### config.mk
export PLATFORM = sky130hd
export DESIGN_NAME = adder_result_serializer
export DESIGN_NICKNAME = d
export VERILOG_FILES = /design/src/rtl/adder_result_serializer.sv
export SDC_FILE = /design/constraint.sdc
export NUM_CORES = 1
export LEC_CHECK = 0
export ABC_CLOCK_PERIOD_IN_PS = 3600
export CAP_MARGIN = 20
export CORE_UTILIZATION = 48
export CTS_CLUSTER_SIZE = 10
export DETAILED_ROUTE_END_ITERATION = 12
export MAX_ROUTING_LAYER = met4
export PLACE_DENSITY = 0.7
export RECOVER_POWER = 50
export SLEW_MARGIN = 5
export SYNTH_ARGS = -nofsm -noshare
export SYNTH_HDL_FRONTEND = slang
export SYNTH_SLANG_ARGS = --single-unit
### constraint.sdc
create_clock -name clk -period 3.6 [get_ports clk]
set_input_delay 0.9 -clock clk [delete_from_list [all_inputs] [get_ports clk]]
set_output_delay 0.9 -clock clk [all_outputs]
set_load 0.01 [all_outputs]
### src/rtl/adder_result_serializer.sv
// adder_result_serializer
// Buffers 4-bit {cout,sum} adder results in a small FIFO, keeps a saturating
// running total of every accepted value, and sends each buffered value out as
// a 7-bit frame on tx: start(0), 4 data bits LSB first, even parity, stop(1).
module adder_result_serializer #(
  parameter int DEPTH    = 4,
  parameter int BAUD_DIV = 4,
  parameter int ACC_W    = 8
) (
  input  logic                       clk,
  input  logic                       rst,
  input  logic                       in_valid,
  input  logic [2:0]                 in_sum,
  input  logic                       in_cout,
  output logic                       in_ready,
  output logic                       tx,
  output logic                       tx_busy,
  output logic [$clog2(DEPTH):0]     fifo_level,
  output logic [ACC_W-1:0]           acc,
  output logic                       acc_sat,
  output logic                       overflow
);

  localparam int PW = $clog2(DEPTH);
  localparam int LW = PW + 1;
  localparam int BW = (BAUD_DIV > 1) ? $clog2(BAUD_DIV) : 1;

  typedef enum logic [2:0] {IDLE, START, DATA, PARITY, STOP} state_t;

  logic [3:0]       mem [DEPTH];
  logic [PW-1:0]    wr_ptr_q, wr_ptr_d;
  logic [PW-1:0]    rd_ptr_q, rd_ptr_d;
  logic [LW-1:0]    level_q, level_d;
  state_t           state_q, state_d;
  logic [BW-1:0]    baud_q, baud_d;
  logic [1:0]       bit_q, bit_d;
  logic [3:0]       shreg_q, shreg_d;
  logic             tx_q, tx_d;
  logic             busy_q, busy_d;
  logic [ACC_W-1:0] acc_q, acc_d;
  logic             acc_sat_q, acc_sat_d;
  logic             overflow_q, overflow_d;

  logic [3:0]       in_value;
  logic             push;
  logic             pop;
  logic             baud_end;
  logic [ACC_W:0]   acc_sum;

  assign in_value = {in_cout, in_sum};
  // Full is judged on the registered level only, so a same-cycle pop never frees a slot early.
  assign in_ready = (level_q != LW'(DEPTH));
  assign push     = in_valid & in_ready;
  assign pop      = (state_q == IDLE) && (level_q != '0);
  assign baud_end = (baud_q == BW'(BAUD_DIV - 1));
  assign acc_sum  = {1'b0, acc_q} + (ACC_W + 1)'(in_value);

  assign tx         = tx_q;
  assign tx_busy    = busy_q;
  assign fifo_level = level_q;
  assign acc        = acc_q;
  assign acc_sat    = acc_sat_q;
  assign overflow   = overflow_q;

  // FIFO storage write; pointers are cleared by reset so stale contents are never read.
  always_ff @(posedge clk) begin
    if (rst && push) mem[wr_ptr_q] <= in_value;
  end

  // FIFO pointers/level, saturating accumulator and sticky flags.
  always_comb begin
    wr_ptr_d   = wr_ptr_q;
    rd_ptr_d   = rd_ptr_q;
    level_d    = level_q;
    acc_d      = acc_q;
    acc_sat_d  = acc_sat_q;
    overflow_d = overflow_q | (in_valid & ~in_ready);
    if (push) wr_ptr_d = wr_ptr_q + 1'b1;
    if (pop)  rd_ptr_d = rd_ptr_q + 1'b1;
    case ({push, pop})
      2'b10:   level_d = level_q + 1'b1;
      2'b01:   level_d = level_q - 1'b1;
      default: level_d = level_q;
    endcase
    if (push) begin
      if (acc_sum >= {1'b0, {ACC_W{1'b1}}}) begin
        acc_d     = {ACC_W{1'b1}};
        acc_sat_d = 1'b1;
      end else begin
        acc_d = acc_sum[ACC_W-1:0];
      end
    end
  end

  // Frame FSM: each non-idle state holds its bit for BAUD_DIV cycles.
  always_comb begin
    state_d = state_q;
    baud_d  = baud_q;
    bit_d   = bit_q;
    shreg_d = shreg_q;
    tx_d    = tx_q;
    case (state_q)
      IDLE: begin
        tx_d   = 1'b1;
        baud_d = '0;
        if (pop) begin
          shreg_d = mem[rd_ptr_q];
          state_d = START;
          tx_d    = 1'b0;
        end
      end
      START: begin
        if (baud_end) begin
          baud_d  = '0;
          bit_d   = 2'd0;
          state_d = DATA;
          tx_d    = shreg_q[0];
        end else begin
          baud_d = baud_q + 1'b1;
        end
      end
      DATA: begin
        if (baud_end) begin
          baud_d = '0;
          if (bit_q == 2'd3) begin
            state_d = PARITY;
            tx_d    = ^shreg_q;
          end else begin
            bit_d = bit_q + 2'd1;
            tx_d  = shreg_q[bit_q + 2'd1];
          end
        end else begin
          baud_d = baud_q + 1'b1;
        end
      end
      PARITY: begin
        if (baud_end) begin
          baud_d  = '0;
          state_d = STOP;
          tx_d    = 1'b1;
        end else begin
          baud_d = baud_q + 1'b1;
        end
      end
      STOP: begin
        tx_d = 1'b1;
        if (baud_end) begin
          baud_d  = '0;
          state_d = IDLE;
        end else begin
          baud_d = baud_q + 1'b1;
        end
      end
      default: begin
        state_d = IDLE;
        tx_d    = 1'b1;
      end
    endcase
    busy_d = (state_d != IDLE);
  end

  // State registers; reset aborts any frame in progress and drives the line idle.
  always_ff @(posedge clk) begin
    if (!rst) begin
      wr_ptr_q   <= '0;
      rd_ptr_q   <= '0;
      level_q    <= '0;
      state_q    <= IDLE;
      baud_q     <= '0;
      bit_q      <= '0;
      shreg_q    <= '0;
      tx_q       <= 1'b1;
      busy_q     <= 1'b0;
      acc_q      <= '0;
      acc_sat_q  <= 1'b0;
      overflow_q <= 1'b0;
    end else begin
      wr_ptr_q   <= wr_ptr_d;
      rd_ptr_q   <= rd_ptr_d;
      level_q    <= level_d;
      state_q    <= state_d;
      baud_q     <= baud_d;
      bit_q      <= bit_d;
      shreg_q    <= shreg_d;
      tx_q       <= tx_d;
      busy_q     <= busy_d;
      acc_q      <= acc_d;
      acc_sat_q  <= acc_sat_d;
      overflow_q <= overflow_d;
    end
  end

endmodule

* Yosys cells after proc, flatten, opt, wreduce, memory -nomap -nowiden *
Memory sizes are Yosys's and may differ from the RTL's. A register that Yosys moved wholly into a read port is not among the register bits.
Cells that the tools add are included.

cells by class
  eq/ne operators = 13
  add/sub/neg operators = 7
  bitwise logic cells = 4
  magnitude comparators = 2
  multiplexer cells = 25
  reductions and logical operators = 15

operators with widths
  kind                 number
  $mux 3               6
  $pmux 3 s5           1
  $add 8x4->9          1
  $ge 9x8->1 const B   1
  $add 2x1->2 const B  4
  $mux 1               8
  $mux 2               4
  $mux 8               1
  $ne 2x2->1 const B   4
  $pmux 2 s2           2
  $eq 2x2->1 const B   3
  $eq 3x2->1 const B   2
  $pmux 3 s2           1
  $reduce_bool 2->1    3
  $reduce_bool 3->1    2
  $pmux 1 s4           1
  $reduce_and 2->1     2
  $reduce_and 4->1     1
  $reduce_or 4->1      1
  $reduce_xor 4->1     1
  $add 3x1->3 const B  1
  $eq 3x1->1 const B   1
  $eq 3x3->1 const B   1
  $logic_not 3->1      1
  other kinds (11)     13

storage, ports and cells
  memories = 1
  output and inout port bits = 16
  RAM bits = 16
  input bits = 7
  flip-flop bits (word level) = 26
  logic and storage cells = 78

memory list
  name  depth  width  rd ports  clocked after memory_dff  wr ports  line  RTL
  mem   4      4      1         1                         1         30    logic [3:0] mem [DEPTH];

* Longest topological paths before layout *
  depth after elaboration = 6
  mapped depth = 10

* Least setup slack after synthesis *
Ideal clock, no wire load.

  kind = input to register
  from = input port in_valid
  to = register level_q[2] (netlist: fifo_level[2])
  data arrival time = 2.342 ns
  path slack = 1.182 ns
  required time = 3.524 ns
  buffers on the path = 1
  library setup time = 0.076 ns
  stages = 9
  cells stage by stage = and2_4 > buf_6 > clkinv_4 > ha_1 > inv_1 > fa_1 > xor2_1 > or3_1 > a21boi_0

between the ends
  longest elaborated chain between the ends = 3

ends and longest elaborated chain
  what                                             line  RTL
  start: declaration                               12    input logic in_valid,
  $and 1x1->1 *                                    53    assign push = in_valid & in_ready;
  $eq 2x1->1 or $eq 2x2->1 (tied branches)         80    case ({push, pop})
  $pmux 3 s2 or $reduce_bool 2->1 (tied branches)  n/a
  end signal: assignment                           180   level_q <= level_d;
  end: declaration                                 33    logic [LW-1:0] level_q, level_d;

Every way passes the cells marked *; elsewhere a longest branch is shown, timed or not.
A chain may end at the register's enable or synchronous reset.

* Final worst setup path *
  from = input port in_sum[0]
  to = register acc_sat_q (netlist: acc_sat)

between the ends
  longest elaborated chain between the ends = 3

ends and longest elaborated chain
  what                               line  RTL
  start: declaration                 13    input logic [2:0] in_sum,
  $add 8x4->9                        56    assign acc_sum = {1'b0, acc_q} + (ACC_W + 1)'(in_value);
  $ge 9x8->1                         86    if (acc_sum >= {1'b0, {ACC_W{1'b1}}}) begin
  $reduce_and 2->1 (no source line)  n/a
  end signal: assignment             188   acc_sat_q <= acc_sat_d;
  end: declaration                   41    logic acc_sat_q, acc_sat_d;

Every way passes these cells.

==> summary by stage <==
Power and ir drop
The switching part of the total is 32.9%. Internal power comes to 1.13 mW. The static power due to leakage is 1.02 nW. The clock network burns 23.0% of the power. The total power divided by cell area is 631 mW/mm^2. The sequential cell fraction of total power is 42.3%. The switching component of the power is 552 uW. The worst-case vdd ir drop is 0.000262 V.

The fraction of power consumed by combinational cells is 34.8%.

Drt
Summed over all layers, the routed wires come to 4420 um. The routed length per instance is 15.9 um. The remaining routing DRC violations is 0.

In this run the remaining antenna-violating nets after routing total 0. The via-per-instance ratio is 5.71. The detailed router finished its first iteration with 91 violations. The vias after detailed routing is 1,583. The count of TritonRoute iterations in the first routing pass is 4.

Timing
The final period utilization is 79.4%. The final-report max-slew violation count is 0. Setup repair after global routing left no endpoint under its margin. The number of hold violations in the final report is 0.

Based on the critical path, the design can be clocked at up to 350 MHz. The clock period could shrink to 2.86 ns. The worst clock skew is 0.00589 ns.

In the final timing run, aggregate negative setup slack is 0 ns. For the pin with the worst max-slew slack, the measured transition is 0.820 ns. Setup violations remaining at the end of the flow were counted as 0. The relative slew slack is 45.1%.

Worst setup path
The slowest stage of the critical path belongs to the cell dlygate4sd3_1. The cell family contributing the most delay on the critical path is adder cells. The worst setup path is of the in -> reg kind. Walking the worst path, the cells encountered are dlygate4sd3_1 -> ha_1 -> fa_1 -> xor2_1 -> and3_1 -> nand4_1 -> nor3b_1 -> a31o_1. The buffer and inverter count on the worst path is 1. STA classifies the critical path startpoint as an input pin. The maximum single-stage delay on the critical path is 0.61 ns. STA classifies the critical path endpoint as a flip-flop.

The critical path data required time is 3.85 ns. The arrival time of data at the critical path endpoint is 3.11 ns. The maximum fanout along the worst path is 5.

Global routing
The total overflow left after global routing is 0. The number of global-route vias before repair is 1,601. The maximum number of pins on one net before global-route repair is 26. Global routing consumed, over all layers together, 19.9% of the routing resources. The number of antenna violations at the first check in global routing is 0. The wire length of the first global-routing pass is 7400 um.

CTS
The maximum buffer depth of the clock tree is 2. After clock tree synthesis, the repair step resized 0 gates. The number of hold buffers added after CTS was 0. CTS built an H-tree with a depth of 2. The number of sinks driven by the clock tree is 46. The number of buffers added for setup after CTS is 0. The clock-pin slew reported for the worst setup and hold paths after clock tree synthesis is 0.09 ns.

Buffers inserted during clock tree synthesis total 5. The clock latency on the worst-skew pair is 0.30 ns. The clock tree from TritonCTS is built. The root buffer selected by CTS is clkbuf_8.

Finish
After routing the design area is 0.00266 sq mm. The most common cell after layout, fill and taps aside is dfxtp_1. The area growth from synthesis to final layout is 15.7%. At the end of the flow, the number of nets in the layout was 244. In the layout the commonest cells are dfxtp_1 (30), edfxtp_1 (16). Of the cells placed in the final design, the portion with a size suffix greater than 1 is 12.4%. The number of antenna diodes in the final layout is 0.

Logic synthesis
Sequential cells were found to cover 47.0% of the synthesized design area. The number of flops mapped to enable cells by yosys is 16. The async set or reset register ratio after synthesis is 0%. The post-synthesis instance area is 0.00230 sq mm. For this run, the number of Yosys warnings is 0.

After synthesis the netlist holds a flip-flop and latch count of 46. The cell count after synthesis is 203. The most used flip-flop cell after synthesis is dfxtp_1. The number of nets in the synthesized netlist is 223. The synthesized area per cell is 11.3 sq um. The unique cell type count in the Yosys netlist is 50.

Floorplanning
The floorplan step defined a die boundary enclosing 0.00508 sq mm. In this run the count of I/O pins placed on the die edge is 23. The effective utilization at floorplan is 51.5%. The floorplan step set the die height to 71.3 um.

The core footprint is 0.00447 sq mm. The floorplan has 24 rows. The die is 71.3 um wide.

Run
Max-cap violations in this run came to 0.

Placement
The half-perimeter wire length after placement is 3290 um. Summing all placed instances gives a cell area of 0.00255 sq mm. At the end of routability-driven placement, the weighted congestion stood at 0.844. The count of buffers added on input and output ports is 22.

Min path
The classification of the worst-slack hold path is reg -> reg.

Run status
The flow ran to the end, and the final reports show no timing, DRC or antenna violations.
## path summary, 6_finish.rpt
kind / start / end / slack (ns) / cells after the start
hold reg to reg: overflow / overflow / 0.47 / 1
setup reg to reg: state_q[2] / fifo_level[2] / 0.97 / 7
hold / removal: overflow / overflow / 0.47 / 1
setup / recovery: in_sum[0] / acc_sat / 0.74 / 8
## sequential cells by signal, summed over array words and instances (netlist names)
| signal | count |
|---|---|
| acc | 8 |
| fifo_level | 3 |
| rd_ptr_q | 2 |
| tx | 1 |
| shreg_q | 4 |
| tx_busy | 1 |
| wr_ptr_q | 2 |
| bit_q | 2 |
| overflow | 1 |
| baud_q | 2 |
| acc_sat | 1 |
| mem | 16 |
| state_q | 3 |
## layer usage
layer	vias to the layer above	track usage (%)	share of wire [%]
li1	778	-	-
met1	771	21.5	43
met2	26	34.5	51
met3	8	4.92	3.5
met4	0	8.67	2.5
met5	-	-	0
## layout make-up
class	instances	area (sq um)
clock buffer	5	68.8
clock inverter	3	43.8
fill	383	1810
inverter	10	42.5
multi-input combinational	138	1130
sequential	46	1080
tap	52	65.1
timing repair buffer	23	228
## synth_stat cells, drive strengths merged, types with 3 or more instances
library cell,instances,share of area (%)
a21boi,5,1.6
a21oi,6,1.3
nand3,3,0.65
mux4,5,4.9
mux2i,4,1.7
buf,3,0.92
o21a,3,0.98
and3,6,1.6
nor2,10,1.7
xnor2,5,1.9
edfxtp,16,21
nor3b,3,0.98
nor3,3,0.65
nand2,11,1.8
nand4,4,1.1
o221a,5,2.4
o21ai,6,1.5
nand2b,3,0.82
xor2,9,3.4
ha,11,6.0
clkbuf,6,0.98
and2,6,1.7
nor2b,8,2.2
inv,9,1.5
dfxtp,30,26
## cell families (layout without fill, tap and decap cells)
group | Yosys count | count (layout) | synth area share [%]
flip-flops | 46 | 46 | 47.0
AO/OA/AOI/OAI | 35 | 35 | 12.0
adder cells (fa/ha/maj) | 13 | 13 | 7.72
AND/OR/NAND/NOR | 66 | 66 | 17.2
multiplexers | 10 | 10 | 7.12
buffers and inverters | 19 | 41 | 3.75
XOR/XNOR | 14 | 14 | 5.33
## through the flow
stage | power [mW] | utilization [%] | cells | hold WS (ns) | worst slack (ns)
floorplan | 1.14 | - | 203 | 0.445 | 1.18
global placement | 1.28 | 57.0 | 269 | 0.446 | 0.631
detailed placement | 1.32 | 57.0 | 269 | 0.453 | 0.559
CTS | 1.71 | 59.5 | 277 | 0.474 | 0.880
global route | 1.79 | 59.5 | 277 | 0.513 | 0.642
finish | 1.68 | 59.5 | 277 | 0.467 | 0.742
## power groups by stage
stage / Sequential (mW) / Clock, mW / Combinational, mW
after floorplan: 0.704 / 0 / 0.433
after global placement: 0.717 / 0 / 0.561
after detailed placement: 0.726 / 0 / 0.592
after CTS: 0.714 / 0.397 / 0.597
after global routing: 0.728 / 0.416 / 0.643
final: 0.711 / 0.386 / 0.584
Power figures use the tool's default switching activity.
